**config.mk**
```make
export PLATFORM = sky130hd
export DESIGN_NAME = load_store_unit_flat
export DESIGN_NICKNAME = d
export VERILOG_FILES = /design/src/rtl/load_store_unit_if.sv /design/src/rtl/load_store_unit.sv /design/src/flat_wrapper.sv
export SDC_FILE = /design/constraint.sdc
export NUM_CORES = 1
export LEC_CHECK = 0
export BUFFER_PORTS_ARGS = -buffer_cell sky130_fd_sc_hd__buf_2
export CAP_MARGIN = 20
export CORE_MARGIN = 10
export CORE_UTILIZATION = 51
export CTS_CLUSTER_DIAMETER = 60
export DETAILED_ROUTE_END_ITERATION = 6
export HOLD_SLACK_MARGIN = 0.06
export PLACE_DENSITY = 0.75
export SLEW_MARGIN = 25
export SYNTH_ARGS = -nofsm -noshare
export SYNTH_HDL_FRONTEND = slang
export SYNTH_SLANG_ARGS = --single-unit
```
**constraint.sdc**
```tcl
create_clock -name clk -period 2.7 [get_ports clk]
set_input_delay 0.135 -clock clk [delete_from_list [all_inputs] [get_ports clk]]
set_output_delay 0.135 -clock clk [all_outputs]
set_load 0.01 [all_outputs]
```
**src/rtl/load_store_unit_if.sv**
```systemverilog
`default_nettype none
// +----------------------------------------------------------------------------+
// | load_store_unit_if : request/response handshake plus data-memory bus       |
// | Revision 1.0                                                               |
// +----------------------------------------------------------------------------+
interface load_store_unit_if;
  logic        req_valid;
  logic        req_ready;
  logic        req_we;
  logic [2:0]  req_ctrl;
  logic [31:0] req_addr;
  logic [31:0] req_wdata;
  logic        rsp_valid;
  logic [31:0] rsp_rdata;
  logic        rsp_fault;
  logic [31:0] Address;
  logic [31:0] DataWr;
  logic        DMWr;
  logic [2:0]  DMCtrl;
  logic [31:0] DataRd;

  // The unit serves requests and drives the memory bus.
  modport slave (
    input  req_valid, req_we, req_ctrl, req_addr, req_wdata, DataRd,
    output req_ready, rsp_valid, rsp_rdata, rsp_fault,
           Address, DataWr, DMWr, DMCtrl
  );

  // The environment issues requests and implements the memory.
  modport master (
    output req_valid, req_we, req_ctrl, req_addr, req_wdata, DataRd,
    input  req_ready, rsp_valid, rsp_rdata, rsp_fault,
           Address, DataWr, DMWr, DMCtrl
  );
endinterface
`default_nettype wire

```
**src/rtl/load_store_unit.sv**
```systemverilog
`default_nettype none
// +----------------------------------------------------------------------------+
// | load_store_unit : data-memory initiator, one request at a time, splits     |
// | misaligned halfword/word accesses into byte accesses.  Revision 1.0        |
// +----------------------------------------------------------------------------+
module load_store_unit #(
  parameter int MEM_BYTES        = 2048,
  parameter int SPLIT_MISALIGNED = 1
) (
  input  wire                     clk,
  input  wire                     rst_n,
  load_store_unit_if.slave        bus
);

  typedef enum logic [1:0] {
    S_IDLE   = 2'd0,
    S_ACCESS = 2'd1,
    S_SPLIT  = 2'd2,
    S_RESP   = 2'd3
  } state_t;

  localparam logic [32:0] c_mem_limit = 33'(MEM_BYTES);

  state_t      r_state;
  state_t      w_next;
  logic        r_we;
  logic [2:0]  r_ctrl;
  logic [31:0] r_addr;
  logic [31:0] r_wdata;
  logic [31:0] r_asm;
  logic [31:0] r_rdata;
  logic        r_fault;
  logic [1:0]  r_cnt;

  logic        w_accept;
  logic [2:0]  w_size;
  logic        w_illegal;
  logic [32:0] w_end;
  logic        w_oor;
  logic        w_misal;
  logic        w_fault;
  logic [1:0]  w_last;
  logic        w_split_done;
  logic [31:0] w_asm_next;
  logic [31:0] w_ext;
  logic [31:0] w_address;
  logic [31:0] w_datawr;
  logic        w_dmwr;
  logic [2:0]  w_dmctrl;

  assign bus.req_ready = (r_state == S_IDLE) || (r_state == S_RESP);
  assign w_accept      = bus.req_valid && bus.req_ready;

  always_comb begin
    w_size = 3'd4;
    case (bus.req_ctrl[1:0])
      2'b00:   w_size = 3'd1;
      2'b01:   w_size = 3'd2;
      default: w_size = 3'd4;
    endcase
  end

  // Range end computed in 33 bits so an access wrapping past 0xFFFFFFFF faults.
  assign w_illegal = (bus.req_ctrl == 3'b011) || (bus.req_ctrl == 3'b110) ||
                     (bus.req_ctrl == 3'b111);
  assign w_end     = {1'b0, bus.req_addr} + {30'b0, w_size} - 33'd1;
  assign w_oor     = (w_end >= c_mem_limit);
  assign w_misal   = ((bus.req_ctrl[1:0] == 2'b01) && bus.req_addr[0]) ||
                     ((bus.req_ctrl[1:0] == 2'b10) && (bus.req_addr[1:0] != 2'b00));
  assign w_fault   = w_illegal || w_oor || (w_misal && (SPLIT_MISALIGNED == 0));

  assign w_last       = (r_ctrl[1:0] == 2'b01) ? 2'd1 : 2'd3;
  assign w_split_done = (r_cnt == w_last);

  always_comb begin
    w_asm_next = r_asm;
    w_asm_next[{r_cnt, 3'b000} +: 8] = bus.DataRd[7:0];
    case (r_ctrl)
      3'b001:  w_ext = {{16{w_asm_next[15]}}, w_asm_next[15:0]};
      3'b101:  w_ext = {16'b0, w_asm_next[15:0]};
      default: w_ext = w_asm_next;
    endcase
  end

  always_comb begin
    w_next = r_state;
    case (r_state)
      S_IDLE, S_RESP: begin
        if (w_accept) begin
          if (w_fault)      w_next = S_RESP;
          else if (w_misal) w_next = S_SPLIT;
          else              w_next = S_ACCESS;
        end else if (r_state == S_RESP) begin
          w_next = S_IDLE;
        end
      end
      S_ACCESS: w_next = S_RESP;
      S_SPLIT:  if (w_split_done) w_next = S_RESP;
      default:  w_next = S_IDLE;
    endcase
  end

  // Bus is purely a function of state so reset drops DMWr without waiting for a clock.
  always_comb begin
    w_address = 32'd0;
    w_datawr  = 32'd0;
    w_dmwr    = 1'b0;
    w_dmctrl  = 3'b010;
    case (r_state)
      S_ACCESS: begin
        w_address = r_addr;
        w_datawr  = r_wdata;
        w_dmwr    = r_we;
        w_dmctrl  = r_ctrl;
      end
      S_SPLIT: begin
        w_address = r_addr + {30'b0, r_cnt};
        w_datawr  = {24'b0, r_wdata[{r_cnt, 3'b000} +: 8]};
        w_dmwr    = r_we;
        w_dmctrl  = r_we ? 3'b000 : 3'b100;
      end
      default: ;
    endcase
  end

  assign bus.Address   = w_address;
  assign bus.DataWr    = w_datawr;
  assign bus.DMWr      = w_dmwr;
  assign bus.DMCtrl    = w_dmctrl;
  assign bus.rsp_valid = (r_state == S_RESP);
  assign bus.rsp_rdata = r_rdata;
  assign bus.rsp_fault = r_fault;

  always_ff @(posedge clk or negedge rst_n) begin
    if (!rst_n) begin
      r_state <= S_IDLE;
      r_we    <= 1'b0;
      r_ctrl  <= 3'b010;
      r_addr  <= 32'd0;
      r_wdata <= 32'd0;
      r_asm   <= 32'd0;
      r_rdata <= 32'd0;
      r_fault <= 1'b0;
      r_cnt   <= 2'd0;
    end else begin
      r_state <= w_next;
      if (w_accept) begin
        r_we    <= bus.req_we;
        r_ctrl  <= bus.req_ctrl;
        r_addr  <= bus.req_addr;
        r_wdata <= bus.req_wdata;
        r_asm   <= 32'd0;
        r_cnt   <= 2'd0;
        if (w_fault) begin
          r_rdata <= 32'd0;
          r_fault <= 1'b1;
        end
      end
      case (r_state)
        S_ACCESS: begin
          r_rdata <= r_we ? 32'd0 : bus.DataRd;
          r_fault <= 1'b0;
        end
        S_SPLIT: begin
          r_asm <= w_asm_next;
          r_cnt <= r_cnt + 2'd1;
          if (w_split_done) begin
            r_rdata <= r_we ? 32'd0 : w_ext;
            r_fault <= 1'b0;
          end
        end
        default: ;
      endcase
    end
  end

endmodule
`default_nettype wire

```
**src/flat_wrapper.sv**
```systemverilog
// flat-port wrapper written by rule: the top's interface ports become plain ports
module load_store_unit_flat 
#(
  parameter int MEM_BYTES        = 2048,
  parameter int SPLIT_MISALIGNED = 1
)
  (clk, rst_n, bus_req_valid, bus_req_we, bus_req_ctrl, bus_req_addr, bus_req_wdata, bus_DataRd, bus_req_ready, bus_rsp_valid, bus_rsp_rdata, bus_rsp_fault, bus_Address, bus_DataWr, bus_DMWr, bus_DMCtrl);
  load_store_unit_if bus_i ();
  input  wire clk;
  input  wire rst_n;
  input wire logic [$bits(bus_i.req_valid)-1:0] bus_req_valid;
  input wire logic [$bits(bus_i.req_we)-1:0] bus_req_we;
  input wire logic [$bits(bus_i.req_ctrl)-1:0] bus_req_ctrl;
  input wire logic [$bits(bus_i.req_addr)-1:0] bus_req_addr;
  input wire logic [$bits(bus_i.req_wdata)-1:0] bus_req_wdata;
  input wire logic [$bits(bus_i.DataRd)-1:0] bus_DataRd;
  output wire logic [$bits(bus_i.req_ready)-1:0] bus_req_ready;
  output wire logic [$bits(bus_i.rsp_valid)-1:0] bus_rsp_valid;
  output wire logic [$bits(bus_i.rsp_rdata)-1:0] bus_rsp_rdata;
  output wire logic [$bits(bus_i.rsp_fault)-1:0] bus_rsp_fault;
  output wire logic [$bits(bus_i.Address)-1:0] bus_Address;
  output wire logic [$bits(bus_i.DataWr)-1:0] bus_DataWr;
  output wire logic [$bits(bus_i.DMWr)-1:0] bus_DMWr;
  output wire logic [$bits(bus_i.DMCtrl)-1:0] bus_DMCtrl;
  assign bus_i.req_valid = bus_req_valid;
  assign bus_i.req_we = bus_req_we;
  assign bus_i.req_ctrl = bus_req_ctrl;
  assign bus_i.req_addr = bus_req_addr;
  assign bus_i.req_wdata = bus_req_wdata;
  assign bus_i.DataRd = bus_DataRd;
  assign bus_req_ready = bus_i.req_ready;
  assign bus_rsp_valid = bus_i.rsp_valid;
  assign bus_rsp_rdata = bus_i.rsp_rdata;
  assign bus_rsp_fault = bus_i.rsp_fault;
  assign bus_Address = bus_i.Address;
  assign bus_DataWr = bus_i.DataWr;
  assign bus_DMWr = bus_i.DMWr;
  assign bus_DMCtrl = bus_i.DMCtrl;
  load_store_unit #(.MEM_BYTES(MEM_BYTES), .SPLIT_MISALIGNED(SPLIT_MISALIGNED)) u_core (.clk(clk), .rst_n(rst_n), .bus(bus_i));
endmodule
```
==> out/results.ini <==
[drt]
vias_per_cell = 5.812
wl_per_cell_um = 19.71
drt_iter0_drc = 1004
ant_nets = 0
via_count = 11430
drc = 0
drt-pass1-iter-count = 5
routed_wl_mm = 38.75

[outcome]
status = finished with violations
failed_checks = negative setup slack

[placed_design]
gp_congestion = 0.9089
placedCellCount = 1837
post_dp_cell_area_sq_um = 12810
dp_hpwl_mm = 25.61
io_buffers = 205

[floorplan]
core-area_sq_um = 19590
die-area_sq_um = 26040
num_rows = 51
die_y_um = 161.4
initial_core_util_pct = 52.03
ioPinCount = 206
die_x_um = 161.4

[layout]
drive_above_1_share_pct = 34.10
instances_no_fill = 1966
diodes = 0
syn2layout_area_growth_pct = 45.32
finalInstanceArea_sq_um = 14810
fin_nets = 1838

[sta]
skew_ns = 0.01586
setup_violations = 60
max_freq_ghz = 0.3027
worst_pin_slew_ns = 0.9502
layout_setup_ws_ns = -0.6035
maxSlewHeadroom_pct = 36.16
min_period_over_period_pct = 122.4
holdWs_ns = 0.07610
finalHoldViolCount = 0
finalMaxSlewViolations = 0
rsz0062_at_grt = true
post-route-min-period_ns = 3.304

[clocking]
cts_sinks = 137
clockRootBuffer = clkbuf_16
path_clk_slew_ns = 0.07
cts_inserted_buffers = 17
clk_latency_ns = 0.43
cts_tree = done
clock_path_buffers = 2
htreeDepth = 4

[worst_setup_path]
max_stage_delay_ns = 0.45
regToRegSetupSlack_ns = -0.26
r2r_end = u_core.bus.rsp_rdata[31]
startpoint = bus_req_ctrl[0]
start_kind = input port
r2r_cells = 12
critPathCaptureType = flop
path_cells = buf_8 -> or2_4 -> ha_4 -> inv_4 -> ha_4 -> inv_2 -> fa_2 -> nor2b_4 -> o2111ai_4 -> a2111oi_4 -> buf_4 -> o31a_1 -> xnor2_1 -> nand4bb_1 -> nor4_2 -> buf_4 -> a31oi_4 -> buf_12 -> buf_16 -> o32ai_4
cpMaxStageDelayCell = a2111oi_4
endpoint = u_core.bus.rsp_rdata[11]
critPathRequiredTime_ns = 3.03
worst_ep_arrival_time_ns = 3.63
criticalPathCategory = in2reg
cp_max_fo = 8
r2r_start = u_core.r_cnt[0]

[global_routing]
grt_max_degree = 126
grtUsageTotal_pct = 28.18
grt_antenna_before_repair = 0
grt_pass1_vias = 11240
grt_pass1_wl_mm = 60.13
gr-total-overflow = 0

[yosys]
synth_area_leaders = dfrtp_1 (33%), nand2_1 (8.5%), ha_1 (5.5%), a21oi_1 (5.4%), o32ai_2 (4.6%)
netlist_area_sq_um = 10190
yosysSeqAreaShare_pct = 33.64
ys_seq_elements = 137
synth_most_common_cell = nand2_1
synthDistinctLibCells = 68
syn_area_per_cell_sq_um = 8.116
synth_top_area_share_pct = 33.39
ys.flop_type = dfrtp_1
synth_top_cells_by_count = nand2_1 (232), dfrtp_1 (136), a21oi_1 (110), inv_1 (95), nor2_1 (85)
synthCells = 1256
synth_async_sr_flop_share_pct = 100.0
yosys.area.top_type = dfrtp_1
yosysWarningCount = 0
syn-num-nets = 1406
synth-edff-count = 0

[job]
maxCapViolCount = 0

[worst_hold_path]
hold_path.startpoint = bus_DataRd[23]
hold_class = in2reg

[pwr]
swShare_pct = 45.14
p_per_area_nw_per_um2 = 881.7
peakVddDrop_mv = 0.7473
power_frac_comb_pct = 52.9
switchingPower_mw = 5.896
internal_power_mw = 7.165
p_seq_share_pct = 28.0
power_leakage_nw = 7.050
pwr-share-clk_pct = 19.2

## through the flow
| stage | TNS (ns) | setup slack [ns] | power [mW] | util (%) |
|---|---|---|---|---|
| final | -22.63 | -0.6035 | 13.06 | 75.61 |
| after global routing | -30.22 | -0.7373 | 13.73 | 75.61 |
| after CTS | -16.34 | -0.5139 | 12.44 | 73.90 |
| after detailed placement | -32.20 | -1.005 | 9.579 | 65.41 |
| after global placement | -29.88 | -0.9165 | 9.399 | 65.41 |
| after floorplan | -15.40 | -0.5220 | 7.385 | - |
## what timing repair did
action                                  in CTS  in global routing
resized for setup                           45                 50
gates cloned                                 2                  0
endpoints found under the setup margin      50                 57
hold buffers                                70                  0
pin swaps                                   24                 32
endpoints found under the hold margin      134                  0
setup buffers                               16                 15
## worst max-delay path: cells and delay by family
family                   cells  cell delay (ns)
buffers and inverters        7             0.84
AO/OA/AOI/OAI                5             1.08
XOR/XNOR                     1             0.09
AND/OR/NAND/NOR              4             0.85
adder cells (fa/ha/maj)      3             0.63
## cell usage in the layout, fill, tap and decap left out, types with 21 or more instances in the layout
master / count
nand4_1: 27
o21ai_0: 61
dfrtp_1: 133
nor2_1: 72
ha_1: 38
o32ai_2: 26
nor2b_1: 27
and2_1: 29
dlygate4sd3_1: 70
a22oi_1: 41
buf_2: 200
nand2_1: 226
mux2i_1: 28
buf_4: 199
inv_1: 90
a21oi_1: 109
xnor2_1: 21
## cells by family (layout without fill, tap and decap cells)
kind of cell | count (synthesis) | count (layout) | synth area share (%)
compound gates | 332 | 332 | 23.19
xor+xnor | 39 | 39 | 3.351
fa+ha+maj | 47 | 47 | 5.916
buf+inv | 175 | 620 | 6.812
flops | 137 | 137 | 33.64
mux | 39 | 39 | 4.848
simple gates | 487 | 487 | 22.24
## sequential cells by signal (all words and copies together) (netlist names)
register and flops:
u_core.r_we 1, u_core.r_ctrl 3, u_core.r_wdata 32, u_core.r_state 2, u_core.r_asm 32, u_core.r_cnt 2
u_core.bus.rsp_rdata 32, u_core.r_addr 32, u_core.bus.rsp_fault 1
## how the worst min path moves through the flow
stage	slack, ns	endpoint	cells past startpoint
2_1_floorplan	-0.16	u_core.bus.rsp_fault	0
3_3_place_gp	0.18	u_core.r_asm[3]	1
3_5_place_dp	0.18	u_core.r_asm[3]	1
4_1_cts	0.07	u_core.bus.rsp_rdata[23]	3
5_1_grt	0.08	u_core.bus.rsp_rdata[23]	3
6_report	0.08	u_core.bus.rsp_rdata[23]	3
## cell type report
class                      instances  area [sq um]
multi-input combinational        944          6525
fill                            1346          4777
timing repair buffer             493          3537
sequential                       137          3433
clock buffer                      18         429.2
inverter                          95         360.3
tap                              265         331.6
clock inverter                    14         196.4
## routing by layer
layer / wire (um) / global-route usage [%]
met5: 0 / 0
met4: 1459 / 12.12
met3: 2562 / 4.703
met2: 19230 / 47.89
met1: 15510 / 34.55
## power by group through the flow
stage                     Clock [mW]  Combinational (mW)  Sequential, mW
after floorplan                    0                4.00            3.38
after global placement             0                5.92            3.48
after detailed placement           0                6.05            3.53
after CTS                       2.51                6.43            3.50
after global routing            2.61                7.40            3.72
final                           2.50                6.91            3.65
Note: power is estimated with default switching activity, not from simulation.
